### src/rtl/mem_arbiter_if.sv
// Request/grant bus between the two memory requesters, the shared memory and mem_arbiter.
// slave is the arbiter side; master is the side that drives requests and memory read data.
interface mem_arbiter_if #(
  parameter int unsigned ADDR_W = 32,
  parameter int unsigned DATA_W = 32
);
  logic              req0;
  logic              req1;
  logic              lock0;
  logic              lock1;
  logic              we0;
  logic              we1;
  logic [ADDR_W-1:0] addr0;
  logic [ADDR_W-1:0] addr1;
  logic [DATA_W-1:0] wdata0;
  logic [DATA_W-1:0] wdata1;
  logic              gnt0;
  logic              gnt1;
  logic              rvalid0;
  logic              rvalid1;
  logic [DATA_W-1:0] rdata;
  logic [ADDR_W-1:0] mem_addr;
  logic [DATA_W-1:0] mem_wd;
  logic              mem_we;
  logic [DATA_W-1:0] mem_rd;

  modport slave (
    input  req0, req1, lock0, lock1, we0, we1, addr0, addr1, wdata0, wdata1, mem_rd,
    output gnt0, gnt1, rvalid0, rvalid1, rdata, mem_addr, mem_wd, mem_we
  );

  modport master (
    output req0, req1, lock0, lock1, we0, we1, addr0, addr1, wdata0, wdata1, mem_rd,
    input  gnt0, gnt1, rvalid0, rvalid1, rdata, mem_addr, mem_wd, mem_we
  );
endinterface

### src/rtl/mem_arbiter.sv
// Two-port round-robin arbiter for a single unified memory, with bounded burst locking.
// Define MEM_ARB_STATS_EN to add saturating grant/contention counters.
module mem_arbiter #(
  parameter int unsigned ADDR_W   = 32,
  parameter int unsigned DATA_W   = 32,
  parameter int unsigned MAX_HOLD = 4
) (
  input logic           clk,
  input logic           reset,
  mem_arbiter_if.slave  bus
`ifdef MEM_ARB_STATS_EN
  ,
  output logic [31:0]   grant_cnt0,
  output logic [31:0]   grant_cnt1,
  output logic [31:0]   contention_cnt
`endif
);

  localparam int unsigned HoldW = $clog2(MAX_HOLD + 1);
  localparam logic [HoldW-1:0] HoldMax = HoldW'(MAX_HOLD);

  logic              last_grant_q, last_grant_d;
  logic              owner_valid_q, owner_valid_d;
  logic [HoldW-1:0]  hold_cnt_q, hold_cnt_d;
  logic              rvalid0_q, rvalid0_d;
  logic              rvalid1_q, rvalid1_d;
  logic [DATA_W-1:0] rdata_q, rdata_d;

  logic win1;
  logic any_gnt;
  logic owner_lock;

  always_comb begin
    owner_lock = last_grant_q ? bus.lock1 : bus.lock0;
    if (bus.req0 && bus.req1) begin
      // Previous owner keeps the bus only while it asks to and is under the hold limit.
      if (owner_valid_q && owner_lock && (hold_cnt_q < HoldMax)) begin
        win1 = last_grant_q;
      end else begin
        win1 = ~last_grant_q;
      end
    end else begin
      win1 = bus.req1;
    end
    any_gnt = (bus.req0 | bus.req1) & ~reset;

    bus.gnt0     = any_gnt & ~win1;
    bus.gnt1     = any_gnt & win1;
    bus.mem_addr = '0;
    bus.mem_wd   = '0;
    bus.mem_we   = 1'b0;
    if (any_gnt) begin
      bus.mem_addr = win1 ? bus.addr1 : bus.addr0;
      bus.mem_wd   = win1 ? bus.wdata1 : bus.wdata0;
      bus.mem_we   = win1 ? bus.we1 : bus.we0;
    end
  end

  always_comb begin
    last_grant_d  = last_grant_q;
    owner_valid_d = 1'b0;
    hold_cnt_d    = '0;
    if (any_gnt) begin
      last_grant_d  = win1;
      owner_valid_d = win1 ? bus.lock1 : bus.lock0;
      if ((win1 == last_grant_q) && (win1 ? bus.req0 : bus.req1)) begin
        hold_cnt_d = (hold_cnt_q < HoldMax) ? hold_cnt_q + 1'b1 : hold_cnt_q;
      end
    end
    rvalid0_d = bus.gnt0 & ~bus.we0;
    rvalid1_d = bus.gnt1 & ~bus.we1;
    rdata_d   = (rvalid0_d | rvalid1_d) ? bus.mem_rd : rdata_q;
  end

  always_ff @(posedge clk) begin
    if (reset) begin
      last_grant_q  <= 1'b1;
      owner_valid_q <= 1'b0;
      hold_cnt_q    <= '0;
      rvalid0_q     <= 1'b0;
      rvalid1_q     <= 1'b0;
      rdata_q       <= '0;
    end else begin
      last_grant_q  <= last_grant_d;
      owner_valid_q <= owner_valid_d;
      hold_cnt_q    <= hold_cnt_d;
      rvalid0_q     <= rvalid0_d;
      rvalid1_q     <= rvalid1_d;
      rdata_q       <= rdata_d;
    end
  end

  // A read return still pending when reset rises is dropped immediately.
  assign bus.rvalid0 = rvalid0_q & ~reset;
  assign bus.rvalid1 = rvalid1_q & ~reset;
  assign bus.rdata   = rdata_q;

`ifdef MEM_ARB_STATS_EN
  logic [31:0] grant_cnt0_q, grant_cnt0_d;
  logic [31:0] grant_cnt1_q, grant_cnt1_d;
  logic [31:0] contention_cnt_q, contention_cnt_d;

  always_comb begin
    grant_cnt0_d     = grant_cnt0_q;
    grant_cnt1_d     = grant_cnt1_q;
    contention_cnt_d = contention_cnt_q;
    if (bus.gnt0 && (grant_cnt0_q != '1)) grant_cnt0_d = grant_cnt0_q + 32'd1;
    if (bus.gnt1 && (grant_cnt1_q != '1)) grant_cnt1_d = grant_cnt1_q + 32'd1;
    if (bus.req0 && bus.req1 && (contention_cnt_q != '1)) begin
      contention_cnt_d = contention_cnt_q + 32'd1;
    end
  end

  always_ff @(posedge clk) begin
    if (reset) begin
      grant_cnt0_q     <= '0;
      grant_cnt1_q     <= '0;
      contention_cnt_q <= '0;
    end else begin
      grant_cnt0_q     <= grant_cnt0_d;
      grant_cnt1_q     <= grant_cnt1_d;
      contention_cnt_q <= contention_cnt_d;
    end
  end

  assign grant_cnt0     = grant_cnt0_q;
  assign grant_cnt1     = grant_cnt1_q;
  assign contention_cnt = contention_cnt_q;
`endif

endmodule

### src/flat_wrapper.sv
// flat-port wrapper written by rule: the top's interface ports become plain ports
module mem_arbiter_flat 
#(
  parameter int unsigned ADDR_W   = 32,
  parameter int unsigned DATA_W   = 32,
  parameter int unsigned MAX_HOLD = 4
)
  (clk, reset, bus_req0, bus_req1, bus_lock0, bus_lock1, bus_we0, bus_we1, bus_addr0, bus_addr1, bus_wdata0, bus_wdata1, bus_mem_rd, bus_gnt0, bus_gnt1, bus_rvalid0, bus_rvalid1, bus_rdata, bus_mem_addr, bus_mem_wd, bus_mem_we);
  mem_arbiter_if #(.ADDR_W(ADDR_W), .DATA_W(DATA_W)) bus_i ();
  input logic clk;
  input logic reset;
  input wire logic [$bits(bus_i.req0)-1:0] bus_req0;
  input wire logic [$bits(bus_i.req1)-1:0] bus_req1;
  input wire logic [$bits(bus_i.lock0)-1:0] bus_lock0;
  input wire logic [$bits(bus_i.lock1)-1:0] bus_lock1;
  input wire logic [$bits(bus_i.we0)-1:0] bus_we0;
  input wire logic [$bits(bus_i.we1)-1:0] bus_we1;
  input wire logic [$bits(bus_i.addr0)-1:0] bus_addr0;
  input wire logic [$bits(bus_i.addr1)-1:0] bus_addr1;
  input wire logic [$bits(bus_i.wdata0)-1:0] bus_wdata0;
  input wire logic [$bits(bus_i.wdata1)-1:0] bus_wdata1;
  input wire logic [$bits(bus_i.mem_rd)-1:0] bus_mem_rd;
  output wire logic [$bits(bus_i.gnt0)-1:0] bus_gnt0;
  output wire logic [$bits(bus_i.gnt1)-1:0] bus_gnt1;
  output wire logic [$bits(bus_i.rvalid0)-1:0] bus_rvalid0;
  output wire logic [$bits(bus_i.rvalid1)-1:0] bus_rvalid1;
  output wire logic [$bits(bus_i.rdata)-1:0] bus_rdata;
  output wire logic [$bits(bus_i.mem_addr)-1:0] bus_mem_addr;
  output wire logic [$bits(bus_i.mem_wd)-1:0] bus_mem_wd;
  output wire logic [$bits(bus_i.mem_we)-1:0] bus_mem_we;
  assign bus_i.req0 = bus_req0;
  assign bus_i.req1 = bus_req1;
  assign bus_i.lock0 = bus_lock0;
  assign bus_i.lock1 = bus_lock1;
  assign bus_i.we0 = bus_we0;
  assign bus_i.we1 = bus_we1;
  assign bus_i.addr0 = bus_addr0;
  assign bus_i.addr1 = bus_addr1;
  assign bus_i.wdata0 = bus_wdata0;
  assign bus_i.wdata1 = bus_wdata1;
  assign bus_i.mem_rd = bus_mem_rd;
  assign bus_gnt0 = bus_i.gnt0;
  assign bus_gnt1 = bus_i.gnt1;
  assign bus_rvalid0 = bus_i.rvalid0;
  assign bus_rvalid1 = bus_i.rvalid1;
  assign bus_rdata = bus_i.rdata;
  assign bus_mem_addr = bus_i.mem_addr;
  assign bus_mem_wd = bus_i.mem_wd;
  assign bus_mem_we = bus_i.mem_we;
  mem_arbiter #(.ADDR_W(ADDR_W), .DATA_W(DATA_W), .MAX_HOLD(MAX_HOLD)) u_core (.clk(clk), .reset(reset), .bus(bus_i));
endmodule
### config.mk
export PLATFORM = sky130hd
export DESIGN_NAME = mem_arbiter_flat
export DESIGN_NICKNAME = d
export VERILOG_FILES = /design/src/rtl/mem_arbiter_if.sv /design/src/rtl/mem_arbiter.sv /design/src/flat_wrapper.sv
export SDC_FILE = /design/constraint.sdc
export NUM_CORES = 1
export LEC_CHECK = 0
export CORE_ASPECT_RATIO = 0.6
export CORE_MARGIN = 5
export CORE_UTILIZATION = 28
export CTS_CLUSTER_SIZE = 20
export DETAILED_ROUTE_END_ITERATION = 7
export PLACE_DENSITY_LB_ADDON = 0.2
export SETUP_SLACK_MARGIN = 0.3
export SLEW_MARGIN = 10
export SYNTH_ARGS = -nofsm -noshare
export SYNTH_HDL_FRONTEND = slang
export SYNTH_SLANG_ARGS = --single-unit
### constraint.sdc
create_clock -name clk -period 2.1 [get_ports clk]
set_input_delay 0.42 -clock clk [delete_from_list [all_inputs] [get_ports clk]]
set_output_delay 0.42 -clock clk [all_outputs]
set_load 0.01 [all_outputs]
==> results.toml <==
[run_status]
outcome = "finished, violations left"
violations = "setup timing"

[synthesis]
syn_nets = 422
synth-seq-area-share = 0.322
syn_area_per_cell_sq_um = 9.58
synth-simple-area-share = 0.212
synth-seq-cells = 39
ys_types = 23
synth-xor-area-share = 0
syn-instance-count = 253
synthAdderAreaFrac = 0.00516
synth_area_sq_um = 2420
yosysWarnings = 0
synth_top_family_by_area = "compound AO/OA/AOI/OAI gates"
synth_compound_area_frac = 0.260
synthMuxAreaShare = 0.140

[hold_path]
hold_depth = 1
worstHoldStart = "u_core.hold_cnt_q[0]"
hp-class = "flip-flop to flip-flop"
hold_end = "u_core.hold_cnt_q[0]"

[setup_path]
timing.rr.start = "u_core.owner_valid_q"
start_kind = "flip-flop"
max_stage_delay_ns = 0.33
ff2ff_setup_slack_ns = -0.18
rr_worst_depth = 15
crit_fanout = 18
critPathSlowestCell = "dfxtp_2"
cp-end-kind = "output port"
reg2reg_to = "u_core.bus.rdata[0]"
path_cells = "and3b_2, o211ai_2, nor3b_4, buf_6, buf_4, buf_12, a22o_1, buf_2"
critPathArrivalTime_ns = 1.99
critPathKind = "flip-flop to output port"
worstPathRequired_ns = 1.68

[timing]
setup_violations = 98
clock-skew-final_ns = 0.00374
hold_viol_final = 0
period_needed_ns = 2.41
rsz0062_at_grt = "true"
fin_crit_sh = 1.15
slew_headroom = 0.702
maxSlewViolCount = 0
clock.fmax_mhz = 414
fin_hold_ws_ns = 0.434
worst_slew_pin_slew_ns = 0.447
setup_ws_ns = -0.313

[grt]
grt_usage = 0.224
grt_pass1_wl_mm = 18.3
grt-ovfl-total = 0
grt_antenna_before_repair = 0
grt_pass1_vias = 3234
grt_max_degree = 68

[cts]
clk_latency_ns = 0.28
clk_path_buf_depth = 2
numCtsBuffers = 5
clkTransAtPathRegs_ns = 0.06
cts.sinks = 39
cts.htree.levels = 2
clockRootBuffer = "clkbuf_16"
cts_tree = "built"

[floorplanning]
die-width_microns = 130
start_util = 0.287
rows = 26
core_sq_um = 8460
pin_count = 269
dieHeight_microns = 82.1
die-area_sq_um = 10700

[final_layout]
num-nets-final = 726
utilization = 0.699
final_common_cell = "clkdlybuf4s50_1"
area_growth_pct = 144
drive_gt1_frac = 0.258
finish.instance_area_sq_um = 5910
final_cell_mix = "clkdlybuf4s50_1, a22o_1, nand2b_1"

[place]
dp_hpwl_mm = 9.29
port_buffers = 268
placed_area_sq_um = 5350
place_congestion = 0.923

[detailed_routing]
wl_mm = 12.6
via_per_inst = 4.60
first_pass_iters = 4
ant_nets = 0
drc = 0
vias = 3088
detail_route.wl_per_cell_microns = 18.8
drtIter0Drc = 86

[pwr]
p_per_area_nw_per_um2 = 487
peakVddDrop_mv = 0.354
p_leak_uw = 0.00260

[flow_run]
drv_cap = 0
## final cells by class
type / instances / area (sq um)
Fill cell: 648 / 2550
Inverter: 2 / 7.51
Antenna cell: 1 / 2.50
Tap cell: 112 / 140
Clock buffer: 6 / 139
Multi-Input combinational cell: 187 / 1550
Sequential cell: 39 / 787
Timing Repair Buffer: 322 / 3250
Clock inverter: 2 / 35.0
## timing repair
item / in CTS / in global routing
setup endpoints to repair: 101 / 101
cloned: 10 / 1
endpoints found under the hold margin: 0 / 0
setup buffers: 14 / 10
pin swaps: 20 / 20
resized for setup: 301 / 13
hold buffers: 0 / 0
## metrics by stage
step	worst slack [ns]	cells	power, uW	TNS [ns]
5_1_grt	-0.437	670	3010	-31.87
4_1_cts	-0.265	659	2860	-13.24
2_1_floorplan	0.197	253	1200	0
3_3_place_gp	-0.883	627	1870	-59.45
6_report	-0.313	671	2880	-21.31
3_5_place_dp	-0.891	627	1880	-60.93
## worst max-delay path by stage
stage,from,end,slack (ns),cells past startpoint
final,u_core.hold_cnt_q[2],bus_mem_addr[3],-0.31,8
after global routing,u_core.hold_cnt_q[2],bus_mem_addr[15],-0.44,8
after CTS,u_core.owner_valid_q,bus_mem_addr[15],-0.26,8
after detailed placement,bus_lock1,bus_mem_addr[15],-0.89,7
after global placement,bus_lock1,bus_mem_wd[14],-0.88,7
after floorplan,bus_lock1,bus_mem_wd[10],0.20,6
## state kept, by name, indices dropped and copies added (netlist names)
| signal | flops |
|---|---|
| u_core.owner_valid_q | 1 |
| u_core.rvalid1_q | 1 |
| u_core.hold_cnt_q | 3 |
| u_core.rvalid0_q | 1 |
| u_core.last_grant_q | 1 |
| u_core.bus.rdata | 32 |
## per-layer routing
metal  share of wire  up-vias  global-route usage  wire length, microns
met2            0.53      109               0.427                  6650
met5               0        -                   0                     0
li1                -     1537                   -                     -
met1            0.38     1428               0.238                  4770
met4           0.016        0              0.0519                   205
met3           0.077       14              0.0780                   965
## kinds of logic (layout without fill, tap and decap cells)
logic type | Yosys count | in the layout
adders and majority gates | 1 | 1
and+or+nand+nor | 81 | 81
AOI/OAI and AO/OA | 71 | 71
DFF | 39 | 39
buffers and inverters | 27 | 332
muxes | 34 | 34
other | 0 | 1
## where the power goes
group	switching, uW	internal (uW)	total, uW	leakage (uW)
Sequential	28.8	792	821	0.000321
Combinational	406	772	1180	0.00220
Clock	289	590	879	0.0000869
Total	724	2150	2880	0.00260
## worst max-delay path, delay by kind of cell, from the launching register on
family	cells	cell delay [ns]
buf+inv	4	0.53
simple gates	2	0.47
compound gates	2	0.37
flops	1	0.33
## synthesized netlist by cell type
master | n | area [sq um]
clkbuf_1 | 11 | 41.3
a2bb2oi_2 | 1 | 15.0
o21bai_1 | 1 | 7.51
and3b_1 | 1 | 8.76
nor2_1 | 5 | 18.8
nand2_1 | 1 | 3.75
nand4bb_1 | 1 | 11.3
o22ai_2 | 1 | 12.5
a21oi_1 | 1 | 5.00
nand2b_1 | 65 | 407
ha_1 | 1 | 12.5
buf_4 | 3 | 22.5
nor3b_2 | 2 | 25.0
nor2b_1 | 4 | 25.0
a22o_1 | 66 | 578
dfxtp_1 | 39 | 781
buf_2 | 8 | 40.0
o211ai_2 | 1 | 12.5
buf_6 | 3 | 33.8
or4_1 | 1 | 7.51
nand3b_1 | 1 | 7.51
inv_1 | 2 | 7.51
mux2i_1 | 34 | 340
Power figures use the tool's default switching activity.
